### src/rtl/addsub_serial.sv
// Serial add/subtract unit: CHUNK bits per cycle through a ripple chain of full-adder
// cells, with a start/busy/done handshake and Y86-style condition flags.
module addsub_serial #(
  parameter int WIDTH = 64,
  parameter int CHUNK = 4
) (
  input  logic             clk,
  input  logic             rst_n,
  input  logic             start,
  input  logic             op,
  input  logic [WIDTH-1:0] a,
  input  logic [WIDTH-1:0] b,
  output logic             busy,
  output logic             done,
  output logic [WIDTH-1:0] result,
  output logic             cf,
  output logic             of,
  output logic             zf,
  output logic             sf
);

  localparam int N  = WIDTH / CHUNK;
  localparam int CW = (N > 1) ? $clog2(N) : 1;

  typedef enum logic [1:0] {IDLE, RUN, DONE} state_t;

  state_t           state_q, state_d;
  logic [WIDTH-1:0] a_q, a_d, b_q, b_d, sum_q, sum_d, result_q, result_d;
  logic [CW-1:0]    cnt_q, cnt_d;
  logic             carry_q, carry_d, op_q, op_d;
  logic             busy_q, busy_d, done_q, done_d;
  logic             cf_q, cf_d, of_q, of_d, zf_q, zf_d, sf_q, sf_d;

  // One chunk of chained full-adder cells fed by the carry register.
  logic [CHUNK:0]   c;
  logic [CHUNK-1:0] s;

  assign c[0] = carry_q;

  generate
    for (genvar gi = 0; gi < CHUNK; gi++) begin : g_fa
      assign s[gi]    = a_q[gi] ^ b_q[gi] ^ c[gi];
      assign c[gi+1]  = (a_q[gi] & b_q[gi]) | (c[gi] & (a_q[gi] ^ b_q[gi]));
    end
  endgenerate

  // Sum bits enter at the top so that after N chunks the register is LSB-aligned.
  logic [WIDTH-1:0] s_ext, sum_shift;
  assign s_ext     = WIDTH'(s);
  assign sum_shift = (sum_q >> CHUNK) | (s_ext << (WIDTH - CHUNK));

  logic accept, last_chunk;
  assign accept     = start && (state_q != RUN);
  assign last_chunk = (cnt_q == CW'(N - 1));

  always_comb begin
    state_d  = state_q;
    a_d      = a_q;
    b_d      = b_q;
    sum_d    = sum_q;
    cnt_d    = cnt_q;
    carry_d  = carry_q;
    op_d     = op_q;
    busy_d   = busy_q;
    done_d   = 1'b0;
    result_d = result_q;
    cf_d     = cf_q;
    of_d     = of_q;
    zf_d     = zf_q;
    sf_d     = sf_q;

    if (accept) begin
      // Subtract is a + ~b + 1: invert b and seed the carry with op.
      state_d = RUN;
      a_d     = a;
      b_d     = op ? ~b : b;
      carry_d = op;
      op_d    = op;
      cnt_d   = '0;
      sum_d   = '0;
      busy_d  = 1'b1;
    end else if (state_q == RUN) begin
      a_d     = a_q >> CHUNK;
      b_d     = b_q >> CHUNK;
      sum_d   = sum_shift;
      carry_d = c[CHUNK];
      cnt_d   = cnt_q + CW'(1);
      if (last_chunk) begin
        state_d  = DONE;
        busy_d   = 1'b0;
        done_d   = 1'b1;
        cnt_d    = '0;
        result_d = sum_shift;
        cf_d     = c[CHUNK] ^ op_q;
        of_d     = c[CHUNK] ^ c[CHUNK-1];
        zf_d     = (sum_shift == '0);
        sf_d     = sum_shift[WIDTH-1];
      end
    end else begin
      state_d = IDLE;
      busy_d  = 1'b0;
    end
  end

  always_ff @(posedge clk) begin
    if (!rst_n) begin
      state_q  <= IDLE;
      a_q      <= '0;
      b_q      <= '0;
      sum_q    <= '0;
      cnt_q    <= '0;
      carry_q  <= 1'b0;
      op_q     <= 1'b0;
      busy_q   <= 1'b0;
      done_q   <= 1'b0;
      result_q <= '0;
      cf_q     <= 1'b0;
      of_q     <= 1'b0;
      zf_q     <= 1'b0;
      sf_q     <= 1'b0;
    end else begin
      state_q  <= state_d;
      a_q      <= a_d;
      b_q      <= b_d;
      sum_q    <= sum_d;
      cnt_q    <= cnt_d;
      carry_q  <= carry_d;
      op_q     <= op_d;
      busy_q   <= busy_d;
      done_q   <= done_d;
      result_q <= result_d;
      cf_q     <= cf_d;
      of_q     <= of_d;
      zf_q     <= zf_d;
      sf_q     <= sf_d;
    end
  end

  assign busy   = busy_q;
  assign done   = done_q;
  assign result = result_q;
  assign cf     = cf_q;
  assign of     = of_q;
  assign zf     = zf_q;
  assign sf     = sf_q;

endmodule

### config.mk
export PLATFORM = sky130hd
export DESIGN_NAME = addsub_serial
export DESIGN_NICKNAME = d
export VERILOG_FILES = /design/src/rtl/addsub_serial.sv
export SDC_FILE = /design/constraint.sdc
export NUM_CORES = 1
export LEC_CHECK = 0
export ABC_AREA = 1
export BUFFER_PORTS_ARGS = -buffer_cell sky130_fd_sc_hd__buf_4
export CORE_MARGIN = 2
export CORE_UTILIZATION = 50
export DETAILED_ROUTE_END_ITERATION = 12
export HOLD_SLACK_MARGIN = 0.06
export PLACE_DENSITY = 0.85
export SETUP_SLACK_MARGIN = 0.3
export SLEW_MARGIN = 5
export SYNTH_ARGS = -nofsm -noshare
export SYNTH_HDL_FRONTEND = slang
export SYNTH_SLANG_ARGS = --single-unit
### constraint.sdc
create_clock -name clk -period 2 [get_ports clk]
set_input_delay 0.2 -clock clk [delete_from_list [all_inputs] [get_ports clk]]
set_output_delay 0.2 -clock clk [all_outputs]
set_load 0.1 [all_outputs]
## Word-level counts from Yosys, hierarchy flattened

Cells that the tools add are included.

- Register bits: 270
- Output and inout port bits: 70

- Bitwise logic cells: 27
- Multiplexer cells: 15
- Add/sub/neg operators: 1
- Reductions and logical operators: 6
- Eq/ne operators: 4

Operators with widths:

| kind | number |
|---|---|
| $mux 64 | 5 |
| $logic_not 64->1 | 1 |
| $not 64->64 | 1 |
| $or 60x64->64 | 1 |
| $xor 1x1->1 | 10 |
| $mux 1 | 9 |
| $and 1x1->1 | 8 |
| $add 4x1->4 const B | 1 |
| $eq 4x4->1 const B | 1 |
| $mux 4 | 1 |
| $or 1x1->1 | 4 |
| $ne 3x3->1 const B | 1 |
| $not 1->1 | 3 |
| $reduce_and 3->1 | 1 |
| $reduce_or 3->1 | 1 |
| $eq 2x1->1 const B | 1 |
| $ne 2x1->1 const B | 1 |
| $reduce_bool 2->1 | 1 |
| $reduce_or 2->1 | 1 |
| $logic_and 1x1->1 | 1 |

## Depth between registers and ports, before layout

Gate-level depths: netlist (run 1).

- Depth after elaboration: 11
- Depth in mapped cells: 13
- Depth with buffers taken out: 13

## Least setup slack after synthesis (run 1)

Ideal clock, no wire load.

- Kind: reg2reg
- Start point: register a_q[0]
- End point: register zf_q (netlist: zf)
- Path slack: -0.238 ns
- Required time: 1.885 ns
- Cell stages (with the launch flop): 14
- Clock period less this slack: 2.238 ns
- Arrival: 2.122 ns
- Setup time: 0.115 ns
- Buffers on the path: 0
- Cell sequence: dfxtp_1 > inv_1 > fa_1 > inv_1 > fa_1 > fa_1 > inv_1 > fa_1 > inv_1 > nor3_1 > nand2_1 > nor2_1 > nand3_1 > nand2_1

- Cells in the longest elaborated chain, start to end: 10
- Elaborated cells between the ends (all ways): 14

Ends and longest elaborated chain:

| item | RTL line | source |
|---|---|---|
| start, declared | 28 | `logic [WIDTH-1:0] a_q, a_d, b_q, b_d, sum_q, sum_d, result_q, result_d;` |
| start signal, assigned | 108 | `a_q <= '0;` |
| start signal, assigned | 123 | `a_q <= a_d;` |
| $xor 1x1->1 | 42, 43 |  |
| $and 1x1->1 | 43 | `assign c[gi+1] = (a_q[gi] & b_q[gi]) \| (c[gi] & (a_q[gi] ^ b_q[gi]));` |
| $or 1x1->1 | 43 |  |
| $and 1x1->1 | 43 |  |
| $or 1x1->1 | 43 |  |
| $and 1x1->1 | 43 |  |
| $or 1x1->1 | 43 |  |
| $xor 1x1->1 | 42 | `assign s[gi] = a_q[gi] ^ b_q[gi] ^ c[gi];` |
| $or 60x64->64 (*) | 50 | `assign sum_shift = (sum_q >> CHUNK) \| (s_ext << (WIDTH - CHUNK));` |
| $logic_not 64->1 (*) | 96 | `zf_d = (sum_shift == '0);` |
| end signal, assigned | 134 | `zf_q <= zf_d;` |
| end, declared | 32 | `logic cf_q, cf_d, of_q, of_d, zf_q, zf_d, sf_q, sf_d;` |

Every way passes the cells marked *; elsewhere a longest branch is shown, timed or not.
A chain may end at the register's enable or synchronous reset.

## Worst setup path in the final report (run 1)

- Start point: register a_q[0]
- End point: register sum_q[63]

- Cells in the longest elaborated chain, start to end: 9
- Elaborated cells between the ends (all ways): 10

Ends and longest elaborated chain:

| item | RTL line | source |
|---|---|---|
| $xor 1x1->1 | 43 |  |
| $and 1x1->1 | 43 |  |
| $or 1x1->1 (*) | 43 |  |
| $and 1x1->1 (*) | 43 |  |
| $or 1x1->1 (*) | 43 |  |
| $and 1x1->1 (*) | 43 |  |
| $or 1x1->1 (*) | 43 |  |
| $xor 1x1->1 (*) | 42 |  |
| $or 60x64->64 (*) | 50 |  |
| end signal, assigned | 125 | `sum_q <= sum_d;` |
| end, declared | 28 |  |

Marks and branches as above.

==> results.ini, run 1 <==
[power]
max-vdd-ir-drop_uv = 564
power.switching_w = 0.00294
p_seq_share_pct = 46.7
clkPwrFrac_pct = 40.9
swShare_pct = 24.9
leakagePower_nw = 6.43
p_per_area_nw_per_um2 = 795
p_int_w = 0.00888
comb_power_share_pct = 12.4
power.total_w = 0.0118

[timing]
tightestPinTransition_ps = 653
setup_ws_ps = -324
slew-limit-headroom_pct = 56.5
setup_viol = 6
fin_crit_sh_pct = 116
whs_ps = 76.5
drv_slew = 0
rsz0062_at_grt = true
fmax_ghz = 0.430
finalHoldViolCount = 0
fin_crit_ps = 2320
fin_skew_ps = 11.9

[cts]
cts_htree_levels = 1
cts_buffers = 27
clockBufferDepth = 3
insertion_delay_ps = 530
cts-root-buf = clkbuf_16
cts_tree = done
path_clk_slew_ps = 60
cts_num_sinks = 264

[floorplan]
die_y_um = 152
core_area_um2 = 21600
die_w_um = 152
io_pins = 202
num_rows = 54
start_util_pct = 50.6
die-area_um2 = 23100

[worst_setup_path]
ff2ff_setup_slack_ps = -320
worstSetupPathType = flop to flop
worstPathCellList = inv_2 -> fa_2 -> inv_2 -> fa_2 -> fa_2 -> inv_2 -> fa_1 -> inv_2 -> buf_4 -> buf_6 -> nand2_1 -> a21oi_2
slowest_stage = fa_1
cp-end-kind = flop
worstPathArrival_ps = 2800
cp.buffers_inverters = 6
r2r_end = sum_q[63]
critPathTopFamily = adder cells
crit_path_max_incr_delay_ps = 420
start_kind = flop
reg2reg_depth = 12
crit_fanout = 2
r2r-start = a_q[0]
crit_path_frequent_cell = inv_2
cp_data_required_time_ps = 2470

[global_routing]
antenna_found_initial = 1
grt_pass1_wl_um = 51800
first_global_vias = 10500
grt_overflow = 0
grt.total_usage_pct = 26.6
grt_max_degree = 92

[synth]
ys_top_cells_by_area = dfxtp_1 48%, nand2_1 16%, inv_1 4.8%
synth_edf_count = 0
seq_area_frac_synth_pct = 48.4
ys_seq_elements = 264
synth_area_um2 = 10900
syn-num-nets = 1551
synth_top_area_share_pct = 48.4
ys.flop_type = dfxtp_1
ys.warnings.count = 0
synthMostInstantiatedCell = nand2_1
netlist_instances = 1414
async_flop_share_pct = 0
postSynthAreaPerCell_um2 = 7.73
yosys.area.top_type = dfxtp_1
synth_commonest_cells = 452 x nand2_1, 264 x dfxtp_1, 139 x inv_1
synth.distinct_cells = 28

[routing]
drcViolationCount = 0
vias = 10800
wl_um = 32400
via_per_inst = 5.40
avgRoutedWirePerCell_um = 16.2
drtPass1Iterations = 5
drtAntennaViolNets = 0
drt_iter0_markers = 760

[place]
place_area_um2 = 12600
io_buffer_count = 201
gp_congestion = 0.817
dp_hpwl_um = 17400

[final_layout]
seq_area_um2 = 5290
area.growth.synth_to_final_pct = 36.0
multi_input_area_um2 = 4690
drive_gt1_share_pct = 19.2
finalInstanceArea_um2 = 14900
nets = 1838
final.fill_count = 1629

[run]
max_cap_viol_count = 0

[worst_hold_path]
min_to = b_q[28]
min_from = b[28]
hold_class = input port to flop
worstHoldPathCells = 4

[run_status]
status = finished with violations
violations = negative setup slack

## state kept, by name, summed over array words and instances (netlist names)
register	count
a_q	64
b_q	64
carry_q	1
cf	1
cnt_q	4
done	1
of	1
op_q	1
result	64
state_q	2
sum_q	60
zf	1
## worst reg2reg max path, cell delays in order, from the launching register on
cell and delay [ps]:
dfxtp_2 320, inv_2 70, fa_2 200, inv_2 40
fa_2 340, fa_2 380, inv_2 70, fa_1 420
inv_2 80, buf_4 100, buf_6 70, nand2_1 50
a21oi_2 120
## power by group through the flow
| stage | registers [W] | logic, W | clock network [W] |
|---|---|---|---|
| after CTS | 0.00551 | 0.00138 | 0.00488 |
| after global routing | 0.00553 | 0.00159 | 0.00508 |
| final | 0.00552 | 0.00147 | 0.00483 |
| after detailed placement | 0.00562 | 0.00116 | 0 |
| after floorplan | 0.00562 | 0.000741 | 0 |
| after global placement | 0.00562 | 0.00114 | 0 |
## cell families (layout without fill, tap and decap cells)
family	Yosys count	count (layout)	share of synthesized area [%]
AND/OR/NAND/NOR	593	593	21.9
other	0	1	0
AO/OA/AOI/OAI	273	273	16.8
flip-flops	264	264	48.4
XOR/XNOR	36	36	2.88
buffers and inverters	243	549	9.13
adder cells (fa/ha/maj)	5	5	0.847
## stage by stage
stage | setup slack [ps] | TNS [ps] | util, % | std cells
global route | -438 | -1460 | 68.8 | 2001
floorplan | -193 | -216 | - | 1414
global placement | -259 | -418 | 58.5 | 1820
finish | -324 | -889 | 68.8 | 2001
CTS | -318 | -714 | 68.4 | 1997
detailed placement | -299 | -523 | 58.5 | 1820
## per-layer routing
metal / share of wire, % / vias to the layer above / GRT usage (%)
met1: 39 / 5009 / 32.1
li1: - / 5155 / -
met5: 0 / - / 0
met4: 4.1 / 0 / 11.0
met3: 7.7 / 117 / 5.31
met2: 49 / 531 / 46.3
## worst max path at each step
stage,from,endpoint,cells after the start
after floorplan,a_q[0],zf,13
final,a_q[0],sum_q[63],12
after CTS,a_q[0],zf,13
after detailed placement,a_q[0],zf,13
after global placement,a_q[0],zf,13
after global routing,a_q[0],zf,13
## layout by cell type, fill, tap and decap left out, types with 2 or more instances in the layout
cell,instances
a21oi_2,2
o221ai_1,46
or2_2,32
dlygate4sd3_1,126
nand2_1,450
o211ai_1,12
nor2_1,60
inv_2,9
xor2_1,36
buf_4,217
o22ai_1,2
nor2_4,4
inv_1,134
clkbuf_1,8
inv_6,3
o21ai_0,24
buf_12,11
a22o_1,58
clkinv_2,4
clkbuf_8,4
fa_2,3
dfxtp_1,262
nand3_1,38
a21oi_1,86
nand2_4,3
clkbuf_16,27
nand4_1,2
clkinvlp_4,2
a31oi_1,42
buf_6,3
## repair_timing
action                     in CTS  in global routing
buffers inserted                3                  3
pin swaps                       2                  5
hold buffers                  126                  0
gates cloned                    0                  0
gates resized for setup         5                 15
hold endpoints to repair      127                  0
setup endpoints to repair      44                 94
## cell type report
cell class / instances / area share [%]
Antenna cell: 1 / 0.0168
Clock buffer: 39 / 5.12
Clock inverter: 9 / 0.555
Inverter: 144 / 3.67
Multi-Input combinational cell: 907 / 31.6
Sequential cell: 264 / 35.6
Tap cell: 280 / 2.36
Timing Repair Buffer: 357 / 21.1
Note: power is estimated with default switching activity, not from simulation.
==> run 2, diff against run 1 <==
--- a/config.mk
+++ b/config.mk
@@ -5,13 +5,12 @@
 export SDC_FILE = /design/constraint.sdc
 export NUM_CORES = 1
 export LEC_CHECK = 0
-export ABC_AREA = 1
 export BUFFER_PORTS_ARGS = -buffer_cell sky130_fd_sc_hd__buf_4
 export CORE_MARGIN = 2
 export CORE_UTILIZATION = 50
 export DETAILED_ROUTE_END_ITERATION = 12
 export HOLD_SLACK_MARGIN = 0.06
-export PLACE_DENSITY = 0.85
+export PLACE_DENSITY = 0.84
 export SETUP_SLACK_MARGIN = 0.3
 export SLEW_MARGIN = 5
 export SYNTH_ARGS = -nofsm -noshare
==> run 2 against run 1 <==
  * The run still ends with negative setup slack left
  * Clock-buffer cell count is 7 higher
  * Highest routed layer unchanged
  * Register-to-register slack worse by 80 ps
  * Critical path depth is 2 lower
  * Critical path type unchanged
==> results.ini, run 2 <==
[floorplan]
die_w_um = 156  ; +2.9%
num_rows = 55  ; +1.9%
core_area_um2 = 22700  ; +5.0%
io_pins = 202  ; unchanged
die_y_um = 156  ; +2.9%
start_util_pct = 51.0  ; +0.45 points
die-area_um2 = 24400  ; +5.8%

[final_layout]
finish.utilization_pct = 65.7  ; -3.1 points
nets = 1683  ; -8.4%
area.growth.synth_to_final_pct = 28.8
drive_gt1_share_pct = 19.5  ; +0.28 points
final_cell_mix = 314 x nand2_1, 261 x dfxtp_1, 221 x buf_4
mostFrequentLayoutCell = nand2_1

[synth]
async_flop_share_pct = 0  ; unchanged
synth_fa_ha_area_share_pct = 0.799  ; -0.048 points
ys.warnings.count = 0  ; unchanged
synthMuxAreaShare_pct = 5.36  ; +5.4 points
ys_top_cells_by_area = dfxtp_1 46%, nand2_1 10%, mux2i_1 5.4%
netlist_instances = 1326  ; -6.2%
syn-num-nets = 1463  ; -5.7%
synth_xor_area_share_pct = 5.07  ; +2.2 points
ys.flop_type = dfxtp_1
synth_edf_count = 0  ; unchanged
synth_top_area_share_pct = 45.6  ; -2.7 points
seq_area_frac_synth_pct = 45.6  ; -2.7 points
yosys.area.top_type = dfxtp_1
synthMostInstantiatedCell = nand2_1
synth_top_family_by_area = compound AO/OA/AOI/OAI gates
synth_compound_area_share_pct = 19.4  ; +2.6 points
synth_simple_gate_area_share_pct = 17.8  ; -4.1 points
synth_area_um2 = 11600  ; +6.0%
synth_commonest_cells = 318 x nand2_1, 264 x dfxtp_1, 121 x a21oi_1
ys_seq_elements = 264  ; unchanged
synth.distinct_cells = 36  ; +29%
postSynthAreaPerCell_um2 = 8.74  ; +13%

[worst_setup_path]
cp_data_required_time_ps = 2450  ; -20 ps
cp-end-kind = flop
worstSetupPathType = flop to flop
slowest_stage = fa_1
crit_fanout = 2  ; unchanged
crit_path_max_incr_delay_ps = 490  ; +70 ps
start_kind = flop
worstPathCellList = inv_2 -> fa_2 -> inv_2 -> fa_2 -> fa_2 -> inv_2 -> fa_1 -> nand4_1 -> or3_1 -> o31ai_2
worstPathArrival_ps = 2850  ; +50 ps

[timing]
rsz0062_at_grt = true
tightestPinTransition_ps = 539  ; -114 ps
finalSetupTns_ps = -994  ; -105 ps
finalHoldViolCount = 0  ; unchanged
fin_crit_sh_pct = 120  ; +4.1 points
fin_skew_ps = 9.25  ; -2.63 ps
setup_viol = 5  ; -1
setup_ws_ps = -406  ; -82.1 ps
slew-limit-headroom_pct = 63.7  ; +7.2 points
drv_slew = 0  ; unchanged
fmax_ghz = 0.416  ; -3.4%
fin_crit_ps = 2410  ; +82.1 ps

[place]
gp_congestion = 0.797  ; -2.6%
dp_hpwl_um = 17700  ; +1.3%
io_buffer_count = 201  ; unchanged

[global_routing]
grt_pass1_wl_um = 47500  ; -8.3%
antenna_found_initial = 2  ; +1
grt.total_usage_pct = 23.7  ; -2.9 points
first_global_vias = 9650  ; -8.4%
grt_max_degree = 108  ; +17%
grt_overflow = 0  ; unchanged

[run_status]
status = finished with violations
violations = negative setup slack

[power]
max-vdd-ir-drop_uv = 498  ; -12%
leakagePower_nw = 6.41  ; -0.40%
p_per_area_nw_per_um2 = 823  ; +3.6%
power.total_w = 0.0123  ; +3.9%

[routing]
drtAntennaViolNets = 0  ; unchanged
drtPass1Iterations = 6  ; +1
wl_um = 29400  ; -9.1%
drt_iter0_markers = 620  ; -18%
avgRoutedWirePerCell_um = 15.9  ; -1.9%
via_per_inst = 5.36  ; -0.85%
drcViolationCount = 0  ; unchanged
vias = 9938  ; -8.1%

[cts]
path_clk_slew_ps = 60  ; about the same
cts-root-buf = clkbuf_16
cts_num_sinks = 264  ; unchanged
cts_tree = done
cts_htree_levels = 1  ; unchanged
clockBufferDepth = 3  ; unchanged
cts_buffers = 28  ; +3.7%
insertion_delay_ps = 540  ; about the same

[run]
max_cap_viol_count = 0  ; unchanged

[worst_hold_path]
hold_class = input port to flop

run 2: cell types whose count changed after synthesis, moves of 58 or more:
cell      previous run  this run
a211oi_1             0        66
a22o_1              58         0
inv_1              139         9
mux2i_1              0        62
nand2_1            452       318
nor2b_1              0        61
o211a_1              0        62
xnor2_1              0        66
run 2: worst paths after layout:
kind                            startpoint          to  slack [ps]  cells after the start
worst max-delay path                a_q[0]          zf        -410                     10
worst min-delay path                 b[45]     b_q[45]         110                      5
worst max register to register      a_q[0]          zf        -410                     10
worst min register to register  result[47]  result[47]         450                      2
run 2: per-layer routing:
metal / GRT usage [%] / routed length [um] / share of wire (%)
met1: 28.0 / 12000 / 41
met2: 42.8 / 15000 / 51
met3: 4.58 / 1590 / 5.4
met4: 8.30 / 829 / 2.8
met5: 0 / 0 / 0
run 2: critical path: cells and delay by family, from the launching register on:
kind / cells / cell delay, ps
compound gates: 1 / 180
fa+ha+maj: 4 / 1260
buf+inv: 3 / 140
flops: 1 / 320
simple gates: 2 / 420
run 2: power breakdown:
| group | switching, W | internal (W) |
|---|---|---|
| Clock | 0.00208 | 0.00302 |
| Sequential | 0.000137 | 0.00549 |
| Combinational | 0.000765 | 0.000786 |
| Total | 0.00298 | 0.00930 |
run 2: kinds of logic after synthesis:
kind of cell,after synthesis
compound gates,319
simple gates,486
xor+xnor,67
flops,264
mux,62
buf+inv,123
fa+ha+maj,5
run 2: area by class of cell:
class | instances | area (um2)
clock buffer | 46 | 890
tap | 285 | 357
inverter | 9 | 33.8
timing repair buffer | 304 | 2630
sequential | 264 | 5290
clock inverter | 5 | 32.5
antenna | 3 | 7.51
fill | 1763 | 7790
multi-input combinational | 939 | 5680
run 2: timing repair:
item                                    in CTS  in global routing
buffers inserted                             2                  4
pin swaps                                    4                  3
resized for setup                            5                  9
hold buffers                                70                  0
hold endpoints to repair                    82                  0
endpoints found under the setup margin      15                 84
run 2: per-stage QoR:
step | cells | setup WS (ps) | area, um2 | hold slack (ps)
floorplan | 1326 | -350 | 11600 | 347
global placement | 1725 | -392 | 13200 | 435
detailed placement | 1725 | -441 | 13200 | 442
CTS | 1848 | -430 | 14800 | 87.7
global route | 1854 | -490 | 14900 | 125
finish | 1855 | -406 | 14900 | 112
==> run 3, diff against run 2 <==
--- a/config.mk
+++ b/config.mk
@@ -10,7 +10,8 @@
 export CORE_UTILIZATION = 50
 export DETAILED_ROUTE_END_ITERATION = 12
 export HOLD_SLACK_MARGIN = 0.06
-export PLACE_DENSITY = 0.84
+export PLACE_DENSITY = 0.81
+export RECOVER_POWER = 100
 export SETUP_SLACK_MARGIN = 0.3
 export SLEW_MARGIN = 5
 export SYNTH_ARGS = -nofsm -noshare
==> constraint.sdc (replaced) <==
create_clock -name clk -period 2.5 [get_ports clk]
set_input_delay 0.25 -clock clk [delete_from_list [all_inputs] [get_ports clk]]
set_output_delay 0.25 -clock clk [all_outputs]
set_load 0.1 [all_outputs]
==> run 3 against run 2 <==
  * The flow still finishes with violations (negative setup slack)
  * Core utilization fell by 4.5 points
  * Cell count fell by 3.3%
  * Power fell by 23%
  * Setup slack improved by 400 ps
  * Critical path type unchanged
==> results.ini, run 3 (synthesized netlist as in run 2, its figures left out) <==
[routing]
drcViolationCount = 0  ; unchanged
via_per_inst = 5.26  ; -1.8%
drtPass1Iterations = 4  ; -2
wl_um = 26500  ; -9.9%
vias = 9442  ; -5.0%
drt_iter0_markers = 485  ; -22%
drtAntennaViolNets = 0  ; unchanged
avgRoutedWirePerCell_um = 14.8  ; -6.9%

[timing]
tightestPinTransition_ps = 1360  ; +823 ps
fmax_ghz = 0.400  ; -3.8%
drv_slew = 0  ; unchanged
rsz0062_at_grt = true
fin_crit_sh_pct = 100  ; -20 points
setup_viol = 1  ; -4
finalSetupTns_ps = -2.27  ; +992 ps
setup_ws_ps = -2.27  ; +404 ps
finalHoldViolCount = 0  ; unchanged
slew-limit-headroom_pct = 9.14  ; -55 points
fin_crit_ps = 2500  ; +95.9 ps
fin_skew_ps = 25.6  ; +16.3 ps
whs_ps = 69.6  ; -42.9 ps

[global_routing]
grt_pass1_wl_um = 42900  ; -9.8%
first_global_vias = 8829  ; -8.5%
antenna_found_initial = 3  ; +1
grt_max_degree = 76  ; -30%
grt_overflow = 0  ; unchanged
grt.total_usage_pct = 21.1  ; -2.6 points

[place]
dp_hpwl_um = 17300  ; -2.0%
io_buffer_count = 201  ; unchanged
gp_congestion = 0.794  ; -0.28%
post-place-cells = 1722  ; -0.17%
dp_slack_ps = 14.7  ; +456 ps

[final_layout]
drive_gt1_share_pct = 14.1  ; -5.3 points
nets = 1627  ; -3.3%
mostFrequentLayoutCell = nand2_1
multi_input_area_um2 = 5640  ; -0.66%
final.fill_count = 1975  ; +12%
seq_area_um2 = 5290  ; about the same
final_cells = 1794  ; -3.3%
area.growth.synth_to_final_pct = 19.9
final_cell_mix = 317 x nand2_1, 262 x dfxtp_1, 143 x buf_4

[power]
swShare_pct = 24.3  ; +0.065 points
p_seq_share_pct = 47.2  ; +1.4 points
p_per_area_nw_per_um2 = 685  ; -17%
p_int_w = 0.00720  ; -23%
clkPwrFrac_pct = 41.1  ; -0.5 points
power.switching_w = 0.00232  ; -22%
comb_power_share_pct = 11.7  ; -0.9 points
leakagePower_nw = 5.77  ; -9.9%
max-vdd-ir-drop_uv = 491  ; -1.4%
power.total_w = 0.00951  ; -23%

[cts]
cts_tree = done
cts-root-buf = clkbuf_16
insertion_delay_ps = 550  ; about the same
cts_buffers = 28  ; unchanged
path_clk_slew_ps = 60  ; about the same
clockBufferDepth = 3  ; unchanged
cts_num_sinks = 264  ; unchanged
cts_htree_levels = 1  ; unchanged

[floorplan]
die_y_um = 156  ; unchanged
start_util_pct = 51.0  ; unchanged
core_area_um2 = 22700  ; unchanged
die-area_um2 = 24400  ; unchanged
die_w_um = 156  ; unchanged
num_rows = 55  ; unchanged
io_pins = 202  ; unchanged

[worst_setup_path]
critPathTopFamily = adder cells
cp-end-kind = flop
worstPathArrival_ps = 2970  ; +120 ps
cp_data_required_time_ps = 2970  ; +520 ps
cp.buffers_inverters = 3  ; unchanged
worstPathCellList = inv_2 -> fa_2 -> inv_2 -> fa_2 -> fa_2 -> inv_2 -> fa_1 -> nand4_1 -> or3_4 -> o31ai_4
worstSetupPathType = flop to flop
crit_path_max_incr_delay_ps = 500  ; about the same
slowest_stage = fa_1
crit_fanout = 2  ; unchanged
start_kind = flop

[run_status]
violations = negative setup slack
status = finished with violations

[run]
max_cap_viol_count = 0  ; unchanged

[worst_hold_path]
hold_class = input port to flop

-- run 3: changes by cell type in the layout (fill, tap and decap cells not counted), moves of 5 or more --
| cell | before | now |
|---|---|---|
| a21boi_0 | 53 | 63 |
| buf_12 | 10 | 5 |
| clkbuf_2 | 0 | 6 |
| buf_4 | 221 | 143 |
| dlygate4sd3_1 | 70 | 21 |
| a21boi_1 | 12 | 2 |
| clkbuf_1 | 7 | 77 |
-- run 3: what timing repair did --
action                                  in CTS  in global routing
gates cloned                                 0                  0
endpoints found under the hold margin       21                  0
pin swaps                                    6                  6
endpoints found under the setup margin       4                  5
hold buffers                                21                  0
resized for setup                            9                  2
buffers inserted                             1                  1
-- run 3: per-layer routing --
metal | wire length, um | share of wire, % | GRT usage (%) | vias up
li1 | - | - | - | 4811
met1 | 11500 | 43 | 26.5 | 4359
met2 | 12800 | 48 | 36.5 | 228
met3 | 1660 | 6.3 | 4.92 | 42
met4 | 537 | 2.0 | 5.29 | 2
met5 | 13 | 0.049 | 0 | -
-- run 3: metrics by stage --
step / utilization, % / area, um2
after detailed placement: 57.8 / 13100
final: 61.2 / 13900
after global placement: 57.8 / 13100
after global routing: 61.2 / 13900
after floorplan: - / 11600
after CTS: 62.7 / 14200
-- run 3: area by class of cell --
type / count / share of cell area (%)
timing repair buffer: 248 / 12.3
antenna: 2 / 0.0360
multi-input combinational: 939 / 40.6
inverter: 9 / 0.243
tap: 285 / 2.57
clock inverter: 5 / 0.288
clock buffer: 42 / 5.93
sequential: 264 / 38.1
-- run 3: worst register-to-register path: cells and delay by family, from the launching register on --
kind | cells | cell delay (ps)
adder cells (fa/ha/maj) | 4 | 1270
AND/OR/NAND/NOR | 2 | 520
flip-flops | 1 | 320
AO/OA/AOI/OAI | 1 | 170
buffers and inverters | 3 | 140
-- run 3: final timing paths --
path | start | end | slack, ps | depth (start not counted)
max reg2reg | carry_q | zf | -2 | 10
min reg2reg | result[49] | result[49] | 460 | 2
min | a[5] | a_q[5] | 70 | 4
max | carry_q | zf | -2 | 10
-- run 3: power by group through the flow --
stage | logic, W | registers [W] | clock network (W)
after detailed placement | 0.00108 | 0.00458 | 0
after global placement | 0.00105 | 0.00458 | 0
after global routing | 0.00124 | 0.00451 | 0.00415
after CTS | 0.00112 | 0.00449 | 0.00398
final | 0.00111 | 0.00449 | 0.00391
after floorplan | 0.000785 | 0.00456 | 0
